`config.mk`:
```
export PLATFORM = sky130hd
export DESIGN_NAME = mem_viewer
export DESIGN_NICKNAME = d
export VERILOG_FILES = /design/src/rtl/mem_viewer.sv
export SDC_FILE = /design/constraint.sdc
export NUM_CORES = 1
export LEC_CHECK = 0
export ABC_AREA = 1
export BUFFER_PORTS_ARGS = -buffer_cell sky130_fd_sc_hd__buf_4
export CAP_MARGIN = 5
export CORE_UTILIZATION = 37
export DETAILED_ROUTE_END_ITERATION = 8
export PLACE_DENSITY_LB_ADDON = 0.2
export SLEW_MARGIN = 5
export SYNTH_ARGS = -nofsm -noshare
export SYNTH_HDL_FRONTEND = slang
export SYNTH_SLANG_ARGS = --single-unit
```
`constraint.sdc`:
```
create_clock -name clk -period 3.5 [get_ports clk]
set_input_delay 0.35 -clock clk [delete_from_list [all_inputs] [get_ports clk]]
set_output_delay 0.35 -clock clk [all_outputs]
set_load 0.01 [all_outputs]
```
`src/rtl/mem_viewer.sv`:
```
// Memory debug viewer: button-stepped address to the memory debug port, returned word shown on 8 hex digits.
// Optional build macro MEMVIEW_DEBOUNCE_EN adds a stable-level filter on each button.
module mem_viewer #(
    parameter int unsigned ADDR_W       = 8,
    parameter int unsigned DATA_W       = 32,
    parameter int unsigned SCAN_DIV     = 100000,
    parameter int unsigned DEBOUNCE_CYC = 500000
) (
    input  logic              clk,
    input  logic              rst,
    input  logic              inc,
    input  logic              dec,
    input  logic [DATA_W-1:0] mem_data,
    output logic [ADDR_W-1:0] addr_out,
    output logic [ADDR_W-1:0] led,
    output logic [7:0]        an,
    output logic [7:0]        seg
);

    localparam int unsigned DIV_W = (SCAN_DIV > 1) ? $clog2(SCAN_DIV) : 1;

    if (SCAN_DIV < 2 || DEBOUNCE_CYC < 2 || DATA_W != 32) begin : g_bad_param
        $error("mem_viewer: SCAN_DIV and DEBOUNCE_CYC must be >= 2, DATA_W must be 32");
    end

    // Button conditioning; bit 0 is inc, bit 1 is dec.
    logic [1:0] btn_raw;
    logic [1:0] btn_s1;
    logic [1:0] btn_s2;
    logic [1:0] btn_lvl;
    logic [1:0] btn_q;
    logic [1:0] btn_pulse;

    assign btn_raw = {dec, inc};

    always_ff @(posedge clk) begin
        if (rst) begin
            btn_s1 <= '0;
            btn_s2 <= '0;
            btn_q  <= '0;
        end else begin
            btn_s1 <= btn_raw;
            btn_s2 <= btn_s1;
            btn_q  <= btn_lvl;
        end
    end

`ifdef MEMVIEW_DEBOUNCE_EN
    localparam int unsigned DB_W = $clog2(DEBOUNCE_CYC);

    logic [DB_W-1:0] db_cnt [2];
    logic [1:0]      db_lvl;

    // Level flips only after sync2 has disagreed with it for DEBOUNCE_CYC consecutive cycles.
    always_ff @(posedge clk) begin
        if (rst) begin
            db_lvl <= '0;
            for (int i = 0; i < 2; i++) db_cnt[i] <= '0;
        end else begin
            for (int i = 0; i < 2; i++) begin
                if (btn_s2[i] == db_lvl[i]) begin
                    db_cnt[i] <= '0;
                end else if (db_cnt[i] == DB_W'(DEBOUNCE_CYC - 1)) begin
                    db_lvl[i] <= btn_s2[i];
                    db_cnt[i] <= '0;
                end else begin
                    db_cnt[i] <= db_cnt[i] + DB_W'(1);
                end
            end
        end
    end

    assign btn_lvl = db_lvl;
`else
    assign btn_lvl = btn_s2;
`endif

    assign btn_pulse = btn_lvl & ~btn_q;

    // Address step; simultaneous inc and dec cancel.
    logic [ADDR_W-1:0] addr_nxt;

    always_comb begin
        addr_nxt = addr_out;
        case (btn_pulse)
            2'b01:   addr_nxt = addr_out + ADDR_W'(1);
            2'b10:   addr_nxt = addr_out - ADDR_W'(1);
            default: addr_nxt = addr_out;
        endcase
    end

    always_ff @(posedge clk) begin
        if (rst) begin
            addr_out <= '0;
            led      <= '0;
        end else begin
            addr_out <= addr_nxt;
            led      <= addr_nxt;
        end
    end

    // Word capture and digit scan.
    logic [DATA_W-1:0] data_q;
    logic [DIV_W-1:0]  div_q;
    logic [2:0]        digit_q;

    always_ff @(posedge clk) begin
        if (rst) begin
            data_q  <= '0;
            div_q   <= '0;
            digit_q <= '0;
        end else begin
            data_q <= mem_data;
            if (div_q == DIV_W'(SCAN_DIV - 1)) begin
                div_q   <= '0;
                digit_q <= digit_q + 3'd1;
            end else begin
                div_q <= div_q + DIV_W'(1);
            end
        end
    end

    function automatic logic [7:0] hex_seg(input logic [3:0] n);
        logic [7:0] s;
        case (n)
            4'h0: s = 8'hC0;
            4'h1: s = 8'hF9;
            4'h2: s = 8'hA4;
            4'h3: s = 8'hB0;
            4'h4: s = 8'h99;
            4'h5: s = 8'h92;
            4'h6: s = 8'h82;
            4'h7: s = 8'hF8;
            4'h8: s = 8'h80;
            4'h9: s = 8'h90;
            4'hA: s = 8'h88;
            4'hB: s = 8'h83;
            4'hC: s = 8'hC6;
            4'hD: s = 8'hA1;
            4'hE: s = 8'h86;
            default: s = 8'h8E;
        endcase
        return s;
    endfunction

    logic [3:0] nib;

    assign nib = data_q[{digit_q, 2'b00} +: 4];

    // Display outputs decode registered state only.
    always_comb begin
        an          = 8'hFF;
        an[digit_q] = 1'b0;
        seg         = hex_seg(nib);
    end

endmodule

```
== Word-level counts from Yosys, hierarchy flattened ==
Memories as Yosys holds them, arrays and structs flattened.
Index checks and enable logic that the tools add are counted.

* Input port bits: 36
* Logic and storage cells: 27
* Memory bits (read-only): 112
* Register bits: 66
* Memories kept: 1

* $add $sub $neg: 4
* Order comparisons: 2
* Shift-type cells: 1
* Reductions and logical operators: 3
* Eq/ne operators: 3
* Muxes and demuxes: 3
* Bitwise logic cells: 3

{| class="wikitable"
|+ Memory list
! memory !! words !! bits a word !! read ports !! clocked after Yosys merged registers in !! wr ports !! RTL line !! source
|-
| (no name shown) || 16 || 7 || 1 || 0 || 0 || 125 || <nowiki>case (n)</nowiki>
|}

{| class="wikitable"
|+ Operators by type and width
! cell !! number
|-
| 32-bit by 6-bit variable part select with 4-bit output || 1
|-
| 17-bit by 1-bit adder with 17-bit output, second input constant || 1
|-
| 17-bit == test, second input constant || 1
|-
| 8-bit case mux with 2 select lines || 1
|-
| 8-bit by 1-bit adder with 8-bit output, second input constant || 1
|-
| 8-bit inverter || 1
|-
| 8-bit by 1-bit subtractor with 8-bit output, second input constant || 1
|-
| 3-bit by 4-bit less-than comparator with 1-bit output, second input constant || 1
|-
| 3-bit by 1-bit adder with 3-bit output, second input constant || 1
|-
| 1-bit demux with 3-bit select || 1
|-
| 3-bit by 1-bit >= comparator with 1-bit output, second input constant || 1
|-
| 2-bit AND || 1
|-
| 2-bit by 1-bit == test with 1-bit output, second input constant || 1
|-
| 2-bit == test, second input constant || 1
|-
| 2-bit inverter || 1
|-
| 2-bit nonzero test || 1
|-
| 2-bit OR reduction || 1
|-
| 1-bit logical AND || 1
|-
| 1-bit two-way mux || 1
|}

== Longest topological paths before layout ==
Gate-level depths: netlist of run 1.

* Word-level depth: 5
* Mapped depth: 16
* Gate-level depth less buffers: 16

== Least setup slack after synthesis of run 1 ==
No wires, ideal clock.

* Path type: reg-to-reg
* From: reg btn_s2[0], in the netlist btn_lvl[0]
* To: reg led[4]
* Path buffers: 0
* Cell stages (with the launch flop): 15
* Setup slack: 1.529 ns
* Required time: 3.391 ns
* Data arrival time: 1.862 ns
* Period minus slack after synthesis: 1.971 ns
* Cell sequence: dfxtp_1 -> inv_1 -> or2_2 -> ha_1 -> inv_1 -> nand2_1 -> nand2_1 -> inv_1 -> ha_1 -> a21oi_1 -> nor3_1 -> o21ai_0 -> nand3_1 -> nand2_1 -> inv_1

* Longest elaborated chain between the ends: 3
* Elaborated cells on any way between the ends: 5
* Classes of those cells: eq/ne (2); mux (1); bitwise (1); reduce/logical (1)

{| class="wikitable"
|+ Ends and longest elaborated chain
! item !! RTL line !! source
|-
| from (decl) || 29 || <nowiki>logic [1:0] btn_s2;</nowiki>
|-
| from (signal assigned) || 43 || <nowiki>btn_s2 <= btn_s1;</nowiki>
|-
| 2-bit AND * || 78 || <nowiki>assign btn_pulse = btn_lvl & ~btn_q;</nowiki>
|-
| 2-bit == test / 2-bit by 1-bit == test with 1-bit output (equally long branches) || 85 || <nowiki>case (btn_pulse)</nowiki>
|-
| 8-bit case mux with 2 select lines / 2-bit nonzero test (equally long branches) || -- ||
|-
| to (signal assigned) || 98 || <nowiki>led <= addr_nxt;</nowiki>
|-
| to (decl) || 15 || <nowiki>output logic [ADDR_W-1:0] led,</nowiki>
|}

Mark *: on every way between the ends. The rest lies on a longest branch, timed or not.
A chain may end at the register's enable or synchronous reset.

== Final worst setup path of run 1 ==
* From: reg digit_q[1]
* To: out seg[3]

* Longest elaborated chain between the ends: 2

{| class="wikitable"
|+ Ends and longest elaborated chain
! item !! RTL line !! source
|-
| from (decl) || 105 || <nowiki>logic [2:0] digit_q;</nowiki>
|-
| from (signal assigned) || 116 || <nowiki>digit_q <= digit_q + 3'd1;</nowiki>
|-
| 32-bit by 6-bit variable part select with 4-bit output || 148 || <nowiki>assign nib = data_q[{digit_q, 2'b00} +: 4];</nowiki>
|-
| memory 16 x 7 bit || -- ||
|-
| to (decl) || 17 || <nowiki>output logic [7:0] seg</nowiki>
|}

Every way passes these cells.

==> impl_metrics.json, run 1 <==
{
  "synth_nets": 563,
  "final_cell_mix": "nand2_1 (158), inv_1 (77), nor2_1 (67), buf_4 (67), dfxtp_1 (66)",
  "die-area_um2": 9569,
  "yosysTopAreaCellShare_pct": 38.90,
  "cp_max_fo": 14,
  "row_count": 34,
  "chipWidth_um": 97.82,
  "cts_inserted_buffers": 9,
  "dp_hpwl_um": 4964,
  "drive_gt1_share_pct": 17.60,
  "timing.hold.ws_ns": 0.2119,
  "drv_cap": 0,
  "pwr-share-clk_pct": 44.3,
  "p_int_mw": 1.394,
  "antenna_found_initial": 0,
  "netlist_top_cells_area": "dfxtp_1 (39%), nand2_1 (17%), inv_1 (8.5%)",
  "syn_area_um2": 3397,
  "drcViolationCount": 12,
  "cts_hold_buffers": 0,
  "cts.sinks": 66,
  "drtAntennaViolNets": 0,
  "reg2reg_from": "btn_lvl[0]$_SDFF_PP0_",
  "r2r_cells": 14,
  "min_path_type": "primary input to flop",
  "rsz0062_at_grt": "false",
  "fmax_mhz": 348.5,
  "core_region_area_um2": 8806,
  "r2r_end": "led[4]$_SDFFE_PP0P_",
  "gr-total-overflow": 0,
  "tritoncts": "built",
  "p_sw_mw": 0.4220,
  "nets": 616,
  "worst_setup_path_start_kind": "flop",
  "path_class": "flop to output port",
  "skew_ns": 0.01594,
  "grt_pass1_wl_um": 12210,
  "gp_congestion": 0.8146,
  "syn2layout_area_growth_pct": 21.62,
  "cts_root_buf": "clkbuf_8",
  "cts_buffer_depth": 2,
  "slew_viol_final": 0,
  "crit_end": "seg[3]",
  "yosysTopAreaCell": "dfxtp_1",
  "track_usage_pct": 15.82,
  "finalWirelength_um": 6928,
  "die_y_um": 97.82,
  "grt_max_degree": 48,
  "wl_per_cell_um": 10.16,
  "yosys.cell_types.count": 34,
  "antenna_cells": 0,
  "ys_warn_count": 0,
  "leakagePower_nw": 2.090,
  "fin_ws_ns": 0.6307,
  "start_util_pct": 38.58,
  "yosysSeqAreaShare_pct": 38.90,
  "clk_latency_ns": 0.34,
  "arrival_ns": 2.52,
  "design_area_um2": 4131,
  "ys_seq_elements": 66,
  "htreeDepth": 3,
  "netlist_instances": 516,
  "failed_checks": "design-rule violations",
  "seq_power_share_pct": 44.3,
  "viasPerCell": 4.403,
  "drt_first_iter_violations": 140,
  "placed_area_um2": 3879,
  "grt_pass1_vias": 2725,
  "vias": 3003,
  "ios": 68,
  "first_pass_iters": 6,
  "combinationalPowerShare_pct": 11.4,
  "crit_required_ns": 3.15,
  "hold_violations": 0,
  "fin_crit_ns": 2.869,
  "switching_share_pct": 23.24,
  "max-vdd-ir-drop_mv": 0.1727,
  "status": "finished with violations",
  "post_cts_resized": 0,
  "cts_setup_buffers": 0,
  "fillCellCount": 896,
  "reg2reg_slack_ns": 1.05,
  "io_buffers": 66,
  "power_per_cell_area_nw_per_um2": 439.6,
  "dp_slack_ns": 1.025,
  "finalSetupTns_ns": 0,
  "timing.final.crit_share_pct": 81.98,
  "synth_area_per_cell_um2": 6.583,
  "setup_viol": 0,
  "endpoint_kind": "output port",
  "startpoint": "digit_q[1]$_SDFFE_PP0N_",
  "clk_pin_slew_ns": 0.07,
  "mostFrequentLayoutCell": "nand2_1"
}
[cell type report]
| class | count | area (um^2) | share of cell area (%) |
|---|---|---|---|
| multi-input combinational | 343 | 1609 | 38.95 |
| sequential | 66 | 1321 | 31.98 |
| timing repair buffer | 67 | 503.0 | 12.17 |
| inverter | 82 | 310.3 | 7.511 |
| clock buffer | 12 | 155.1 | 3.755 |
| tap | 108 | 135.1 | 3.271 |
| clock inverter | 4 | 97.59 | 2.362 |
[worst max-delay path, cell delays in order, from the launching register on]
cell	delay [ns]
dfxtp_1	0.61
inv_1	0.33
a21oi_1	0.20
o21ai_1	0.09
nand2_1	0.20
inv_2	0.10
ha_1	0.30
o21ai_1	0.14
nand2_1	0.06
nand2_1	0.05
buf_4	0.11
[metal layers]
metal,global-route usage (%),up-vias,part of all wire [%]
met4,6.410,0,1.2
li1,-,1651,-
met3,4.510,9,4.1
met5,0,-,0
met1,21.55,1289,51
met2,23.40,54,44
[power by group through the flow]
stage	Sequential, mW	Combinational (mW)	Clock, mW
after floorplan	0.820	0.133	0
after global placement	0.822	0.207	0
after detailed placement	0.822	0.208	0
after CTS	0.805	0.209	0.825
after global routing	0.809	0.238	0.861
final	0.804	0.207	0.805
[cells in the mapped netlist]
master	number
a211oi_1	1
a21boi_0	1
a21oi_1	21
buf_1	2
buf_2	5
buf_4	11
buf_6	2
clkbuf_1	5
conb_1	1
dfxtp_1	66
ha_1	11
inv_1	77
inv_2	4
inv_4	1
nand2_1	158
nand2_2	3
nand2_4	1
nand3_1	32
nand3_2	1
nand3b_1	2
nand4_2	1
nor2_1	67
nor2_2	4
nor2_4	1
nor3_1	6
nor3_2	1
nor3b_1	4
o21ai_0	8
o21ai_1	6
o22ai_1	1
or2_0	3
or2_2	2
xnor2_1	1
xor2_1	6
[cells by family after synthesis]
group / after synthesis / share of synthesized area (%)
AND/OR/NAND/NOR: 286 / 35.62
buffers and inverters: 107 / 13.74
flip-flops: 66 / 38.90
AO/OA/AOI/OAI: 38 / 5.783
adder cells (fa/ha/maj): 11 / 4.052
XOR/XNOR: 7 / 1.805
other: 1 / 0.1104
[worst min path at each step]
| stage | to | cells after the start | from |
|---|---|---|---|
| after detailed placement | btn_lvl[1]$_SDFF_PP0_ | 2 | btn_s1[1]$_SDFF_PP0_ |
| after global placement | btn_lvl[1]$_SDFF_PP0_ | 2 | btn_s1[1]$_SDFF_PP0_ |
| after CTS | data_q[27]$_SDFF_PP0_ | 3 | mem_data[27] |
| final | data_q[27]$_SDFF_PP0_ | 3 | mem_data[27] |
| after global routing | btn_s1[0]$_SDFF_PP0_ | 3 | inc |
| after floorplan | btn_lvl[0]$_SDFF_PP0_ | 2 | btn_s1[0]$_SDFF_PP0_ |
[stage by stage]
step	total power [mW]	instances	utilization [%]
after floorplan	0.9525	516	-
after global placement	1.029	666	44.05
after detailed placement	1.030	666	44.05
after CTS	1.839	682	46.92
after global routing	1.907	682	46.92
final	1.816	682	46.92
[registers in the layout, summed over array words and instances (netlist names)]
register and cells:
div_q 17, btn_q 2, digit_q 3, data_q 32, btn_s1 2, led 8
btn_lvl 2
(Power assumes the default switching activity.)
==> inputs of run 2 (changes only) <==
Settings changed: ABC_AREA 1 to 0.
Clock period 3.5 ns to 2.95 ns, I/O delays scaled along.
==> run 2 against run 1 <==
Effect of this change:
- the flow now finishes without violations
- clock skew decreased by 0.0084 ns
- setup slack got worse by 0.43 ns
- synthesized area is 6.4% lower
- routed wire length decreased by 8.5%
- clock power increased by 2.7%
- critical path depth down 2
- cell count down 25%
- die area is 6.3% lower
- sequential power rose by 18%
- cell area is 5.4% lower
- critical path type unchanged
- critical endpoint is now seg[5]
==> impl_metrics.json, run 2 <==
{
  "synth_edf_count": 0,
  "status": "finished clean",
  "clk_latency_ns": 0.34,
  "timing.final.crit_share_pct": 93.23,
  "io_buffers": 66,
  "fin_cells": 513,
  "crit_family": "simple AND/OR/NAND/NOR gates",
  "die_y_um": 94.70,
  "netlist_instances": 350,
  "total_power_mw": 1.963,
  "min_path_type": "primary input to flop",
  "synth_nets": 397,
  "ys.flop_type": "dfxtp_1",
  "syn2layout_area_growth_pct": 22.90,
  "netlist_top_cells_area": "dfxtp_1 (42%), nor2b_1 (8.7%), xor2_1 (4.4%)",
  "largest_reg_flops": 32,
  "finalSetupTns_ns": 0,
  "worst_setup_path_start_kind": "flop",
  "drcViolationCount": 0,
  "crit_required_ns": 2.65,
  "final_cell_mix": "buf_4 (72), dfxtp_1 (63), nor2b_1 (44), nor2_1 (35), nand2_1 (18)",
  "syn_area_um2": 3179,
  "critPathSlowestCell": "dfxtp_4",
  "slew_viol_final": 0,
  "row_count": 33,
  "hold_start": "mem_data[9]",
  "ys_seq_elements": 66,
  "yosysMostFrequentCell": "dfxtp_1",
  "max-vdd-ir-drop_mv": 0.2435,
  "fillCellCount": 813,
  "core_region_area_um2": 8258,
  "track_usage_pct": 14.58,
  "reg2reg_from": "btn_lvl[1]$_SDFF_PP0_",
  "drtAntennaViolNets": 0,
  "ios": 68,
  "die-area_um2": 8967,
  "hold_depth": 2,
  "clk_pin_slew_ns": 0.07,
  "wl_per_cell_um": 12.36,
  "arrival_ns": 2.46,
  "reg2reg_slack_ns": 0.38,
  "largest_registers": "data_q (32), div_q (17), led (8)",
  "yosysTopAreaCell": "dfxtp_1",
  "yosysTopAreaCellShare_pct": 41.56,
  "slowest_delay_ns": 0.39,
  "antenna_cells": 0,
  "crit_chain": "buf_4, and3_4, a32oi_1, nand4_1, ha_1, mux2_1, o2bb2ai_1, buf_4",
  "fmax_mhz": 363.6,
  "finalWirelength_um": 6339,
  "grt_pass1_wl_um": 9922,
  "cts.sinks": 66,
  "tritoncts": "built",
  "gr-total-overflow": 0,
  "nets": 450,
  "start_util_pct": 38.50,
  "crit_path_frequent_cell": "buf_4",
  "setup_viol": 0,
  "min_to": "data_q[9]$_SDFF_PP0_",
  "path_class": "flop to output port",
  "yosysSeqAreaShare_pct": 41.56,
  "dp_slack_ns": 0.3071,
  "synth_area_per_cell_um2": 9.084,
  "top_register": "data_q",
  "grt_pass1_vias": 2119,
  "cts_inserted_buffers": 9,
  "hold_violations": 0,
  "gp_congestion": 0.8762,
  "cts_hold_buffers": 0,
  "dp.cells": 495,
  "fin_crit_ns": 2.750,
  "first_pass_iters": 4,
  "relSlewSlack_pct": 53.95,
  "viasPerCell": 4.756,
  "cts_root_buf": "clkbuf_8",
  "antenna_found_initial": 0,
  "synth_commonest_cells": "dfxtp_1 (66), nor2b_1 (44), nor2_1 (35)",
  "r2r_end": "led[7]$_SDFFE_PP0P_",
  "endpoint_kind": "output port",
  "rsz0062_at_grt": "false",
  "r2r_cells": 9,
  "ys_async_sr_fraction_pct": 0,
  "drive_gt1_share_pct": 25.25,
  "yosys.cell_types.count": 56,
  "skew_ns": 0.007557,
  "chipWidth_um": 94.70,
  "cp_max_fo": 11,
  "dp_hpwl_um": 4435,
  "drt_first_iter_violations": 108,
  "cts_buffer_depth": 2,
  "vias": 2440,
  "leakagePower_nw": 1.619,
  "fin_ws_ns": 0.1997,
  "power_per_cell_area_nw_per_um2": 502.4,
  "drv_cap": 0,
  "ys_warn_count": 0,
  "tightest_slew_ns": 0.6907,
  "htreeDepth": 3,
  "grt_max_degree": 53,
  "mostFrequentLayoutCell": "buf_4",
  "critical_path_buf_inv_count": 2
}
## run 2: cells by family after synthesis
logic type | count (synthesis) | synth area share, %
flip-flops | 66 | 41.56
adder cells (fa/ha/maj) | 11 | 4.329
AO/OA/AOI/OAI | 44 | 10.35
multiplexers | 15 | 5.037
other | 1 | 0.1180
AND/OR/NAND/NOR | 144 | 24.32
buffers and inverters | 43 | 7.123
XOR/XNOR | 26 | 7.162
## run 2: where the power goes
| group | switching (mW) | internal [mW] | total [mW] |
|---|---|---|---|
| Clock | 0.350 | 0.477 | 0.827 |
| Sequential | 0.0217 | 0.923 | 0.945 |
| Combinational | 0.0866 | 0.105 | 0.191 |
## run 2: worst max-delay path by stage
stage / endpoint / start / cells past startpoint / slack [ns]
5_1_grt: seg[1] / digit_q[1]$_SDFFE_PP0N_ / 10 / 0.03
3_5_place_dp: seg[1] / digit_q[2]$_SDFFE_PP0N_ / 10 / 0.31
6_report: seg[5] / digit_q[1]$_SDFFE_PP0N_ / 8 / 0.20
3_3_place_gp: seg[1] / digit_q[2]$_SDFFE_PP0N_ / 10 / 0.42
4_1_cts: seg[1] / digit_q[0]$_SDFFE_PP0N_ / 10 / 0.07
2_1_floorplan: seg[5] / digit_q[1]$_SDFFE_PP0N_ / 9 / 0.60
## run 2: layer usage
layer / up-vias / wire length, um / GRT usage [%]
met5: - / 0 / 0
met4: 0 / 143 / 8.460
met3: 11 / 235 / 3.221
met2: 49 / 2827 / 21.34
met1: 1103 / 3133 / 19.57
li1: 1277 / - / -
## run 2: metrics by stage
step                      utilization (%)  hold slack (ns)  instance area [um^2]
after floorplan                         -           0.4132                  3179
after global placement              44.30           0.4245                  3659
after detailed placement            44.30           0.4325                  3659
after CTS                           46.98           0.1522                  3880
after global routing                47.32           0.1502                  3908
final                               47.32           0.1621                  3908
## run 2: repair_timing
item,CTS,global route
gates resized for setup,2,6
setup buffers,0,2
pin swaps,0,2
setup endpoints to repair,4,6
## run 2: cell type report
| type | instances | area, um^2 | share of cell area (%) |
|---|---|---|---|
| Multi-Input combinational cell | 241 | 1638 | 41.91 |
| Sequential cell | 66 | 1330 | 34.04 |
| Timing Repair Buffer | 72 | 540.5 | 13.83 |
| Tap cell | 105 | 131.4 | 3.362 |
| Clock buffer | 10 | 127.6 | 3.266 |
| Clock inverter | 6 | 91.34 | 2.337 |
| Inverter | 13 | 48.80 | 1.249 |
## run 2: worst reg2reg max path: cells and delay by family, from the launching register on
family,cells,cell delay [ns]
AOI/OAI and AO/OA,3,0.44
adders and majority gates,1,0.42
buffers and inverters,1,0.22
DFF,1,0.33
muxes,1,0.36
and+or+nand+nor,3,0.74
==> inputs of run 3 (changes only) <==
Settings changed: CORE_UTILIZATION 37 to 54.
==> run 3 against run 2 <==
Effect of this change:
- clock power increased by 31%
- sequential share of layout area decreased by 0.40 points
- first-iteration DRC count shrank 23%
- non-clock buffer count stayed put
- cell count fell by 6.4%
- clock-buffer cell count down 1
- combinational power is essentially flat
- worst hold slack got worse by 0.0043 ns
- maximum frequency is 1.4% lower
- setup slack got worse by 0.040 ns
- critical endpoint unchanged
==> impl_metrics.json, run 3 (same netlist as run 2, synthesis figures left out) <==
{
  "status": "finished clean",
  "rsz0062_at_grt": "false",
  "cts_hold_buffers": 0,
  "crit_required_ns": 2.65,
  "start_util_pct": 57.04,
  "seq_power_share_pct": 42.5,
  "die-area_um2": 6198,
  "grt_pass1_wl_um": 10180,
  "top_register": "data_q",
  "chipWidth_um": 78.73,
  "use_met3_pct": 5.172,
  "r2r_cells": 8,
  "antenna_found_initial": 0,
  "io_buffers": 66,
  "tritoncts": "built",
  "syn2layout_area_growth_pct": 24.01,
  "fin_crit_ns": 2.791,
  "row_count": 27,
  "switching_share_pct": 20.63,
  "startpoint": "digit_q[2]$_SDFFE_PP0N_",
  "grt_pass1_vias": 2251,
  "drive_gt1_share_pct": 24.75,
  "fin_ws_ns": 0.1595,
  "largest_reg_flops": 32,
  "drtAntennaViolNets": 0,
  "clk_pin_slew_ns": 0.07,
  "p_sw_mw": 0.4581,
  "power_per_cell_area_nw_per_um2": 563.1,
  "pwr-share-clk_pct": 48.8,
  "vias": 2456,
  "leakagePower_nw": 1.659,
  "dp_slack_ns": 0.2896,
  "viasPerCell": 5.117,
  "timing.final.crit_share_pct": 94.59,
  "antenna_cells": 0,
  "tightest_slew_ns": 0.5569,
  "r2r_end": "led[7]$_SDFFE_PP0P_",
  "worst_setup_path_start_kind": "flop",
  "use_met1_pct": 26.01,
  "p_int_mw": 1.762,
  "finalWirelength_um": 6207,
  "reg2reg_from": "btn_lvl[1]$_SDFF_PP0_",
  "skew_ns": 0.006420,
  "min_path_type": "primary input to flop",
  "relSlewSlack_pct": 62.87,
  "largest_registers": "data_q (32), div_q (17), led (8)",
  "cts_inserted_buffers": 9,
  "grt_max_degree": 53,
  "setup_viol": 0,
  "dp_hpwl_um": 4272,
  "busiest_layer": "met2",
  "first_pass_iters": 5,
  "final-seq-area_um2": 1326,
  "max-vdd-ir-drop_mv": 0.3440,
  "grtUsageMet2_pct": 35.48,
  "combinationalPowerShare_pct": 8.7,
  "cts_buffer_depth": 2,
  "nets": 450,
  "cts.sinks": 66,
  "reg2reg_slack_ns": 0.27,
  "arrival_ns": 2.50,
  "ios": 68,
  "endpoint_kind": "output port",
  "core_region_area_um2": 5574,
  "fillCellCount": 456,
  "finalSetupTns_ns": 0,
  "hold_violations": 0,
  "path_class": "flop to output port",
  "cp_max_fo": 14,
  "gp_congestion": 0.8300,
  "die_y_um": 78.73,
  "slew_viol_final": 0,
  "drt_first_iter_violations": 83,
  "clk_latency_ns": 0.34,
  "gr-total-overflow": 0,
  "drcViolationCount": 0,
  "wl_per_cell_um": 12.93,
  "track_usage_pct": 21.39,
  "drv_cap": 0,
  "cts_root_buf": "clkbuf_8",
  "mostFrequentLayoutCell": "buf_4",
  "final_cell_mix": "buf_4 (71), dfxtp_1 (64), nor2b_1 (44), nor2_1 (35), nand2_1 (18)",
  "htreeDepth": 3,
  "multiInputGateArea_um2": 1644,
  "fmax_mhz": 358.4,
  "crit_end": "seg[5]"
}
==> run 3: cell count changes in the layout (fill, tap and decap cells not counted), sizes merged <==
cell,previous run,this run
clkinv,1,0
clkinvlp,3,2
clkbuf,10,9
bufinv,2,5
==> run 3: per-layer routing <==
layer | up-vias | part of all wire (%)
met2 | 56 | 48
li1 | 1276 | -
met1 | 1117 | 47
met3 | 7 | 4.0
met4 | 0 | 1.5
met5 | - | 0
==> run 3: per-stage QoR <==
step | hold slack, ns | cells | power (mW) | utilization (%) | cell area, um^2
final | 0.1578 | 480 | 2.220 | 70.73 | 3943
after global routing | 0.1498 | 480 | 2.294 | 70.73 | 3943
after CTS | 0.1445 | 477 | 2.236 | 69.97 | 3900
after detailed placement | 0.4272 | 461 | 1.155 | 64.76 | 3610
after global placement | 0.4230 | 461 | 1.150 | 64.76 | 3610
after floorplan | 0.4132 | 350 | 1.081 | - | 3179
==> run 3: power groups by stage <==
stage	Combinational, mW	Sequential (mW)	Clock (mW)
2_1_floorplan	0.122	0.960	0
3_3_place_gp	0.185	0.965	0
3_5_place_dp	0.190	0.966	0
4_1_cts	0.191	0.945	1.10
5_1_grt	0.214	0.948	1.13
6_report	0.193	0.944	1.08
==> run 3: what timing repair did <==
| item | CTS | global route |
|---|---|---|
| setup buffers | 0 | 3 |
| pin swaps | 0 | 1 |
| endpoints found under the setup margin | 6 | 6 |
| gates resized for setup | 1 | 5 |
==> run 3: layout make-up <==
cell class / instances / share of cell area (%)
multi-input cells: 241 / 41.70
flip-flops and latches: 66 / 33.64
repair buffers: 72 / 13.81
clock inverters: 7 / 4.189
clock buffers: 9 / 3.142
well taps: 72 / 2.285
inverters: 13 / 1.238
==> run 3: how the worst min path moves through the flow <==
stage                              start  slack [ns]  cells past startpoint                     to
floorplan            div_q[0]$_SDFF_PP0_        0.41                      1    div_q[0]$_SDFF_PP0_
global placement    btn_s1[1]$_SDFF_PP0_        0.42                      1  btn_lvl[1]$_SDFF_PP0_
detailed placement  btn_s1[1]$_SDFF_PP0_        0.43                      1  btn_lvl[1]$_SDFF_PP0_
CTS                         mem_data[24]        0.14                      2  data_q[24]$_SDFF_PP0_
global route                 mem_data[7]        0.15                      2   data_q[7]$_SDFF_PP0_
finish                      mem_data[24]        0.16                      2  data_q[24]$_SDFF_PP0_
==> run 3: critical path: stages, from the launching register on <==
cell and delay [ns]:
dfxtp_1 0.45, buf_6 0.20, nor2b_1 0.18, a22o_1 0.18
a22o_2 0.21, inv_1 0.10, ha_1 0.26, mux2_1 0.31
o2bb2ai_1 0.12, buf_4 0.14
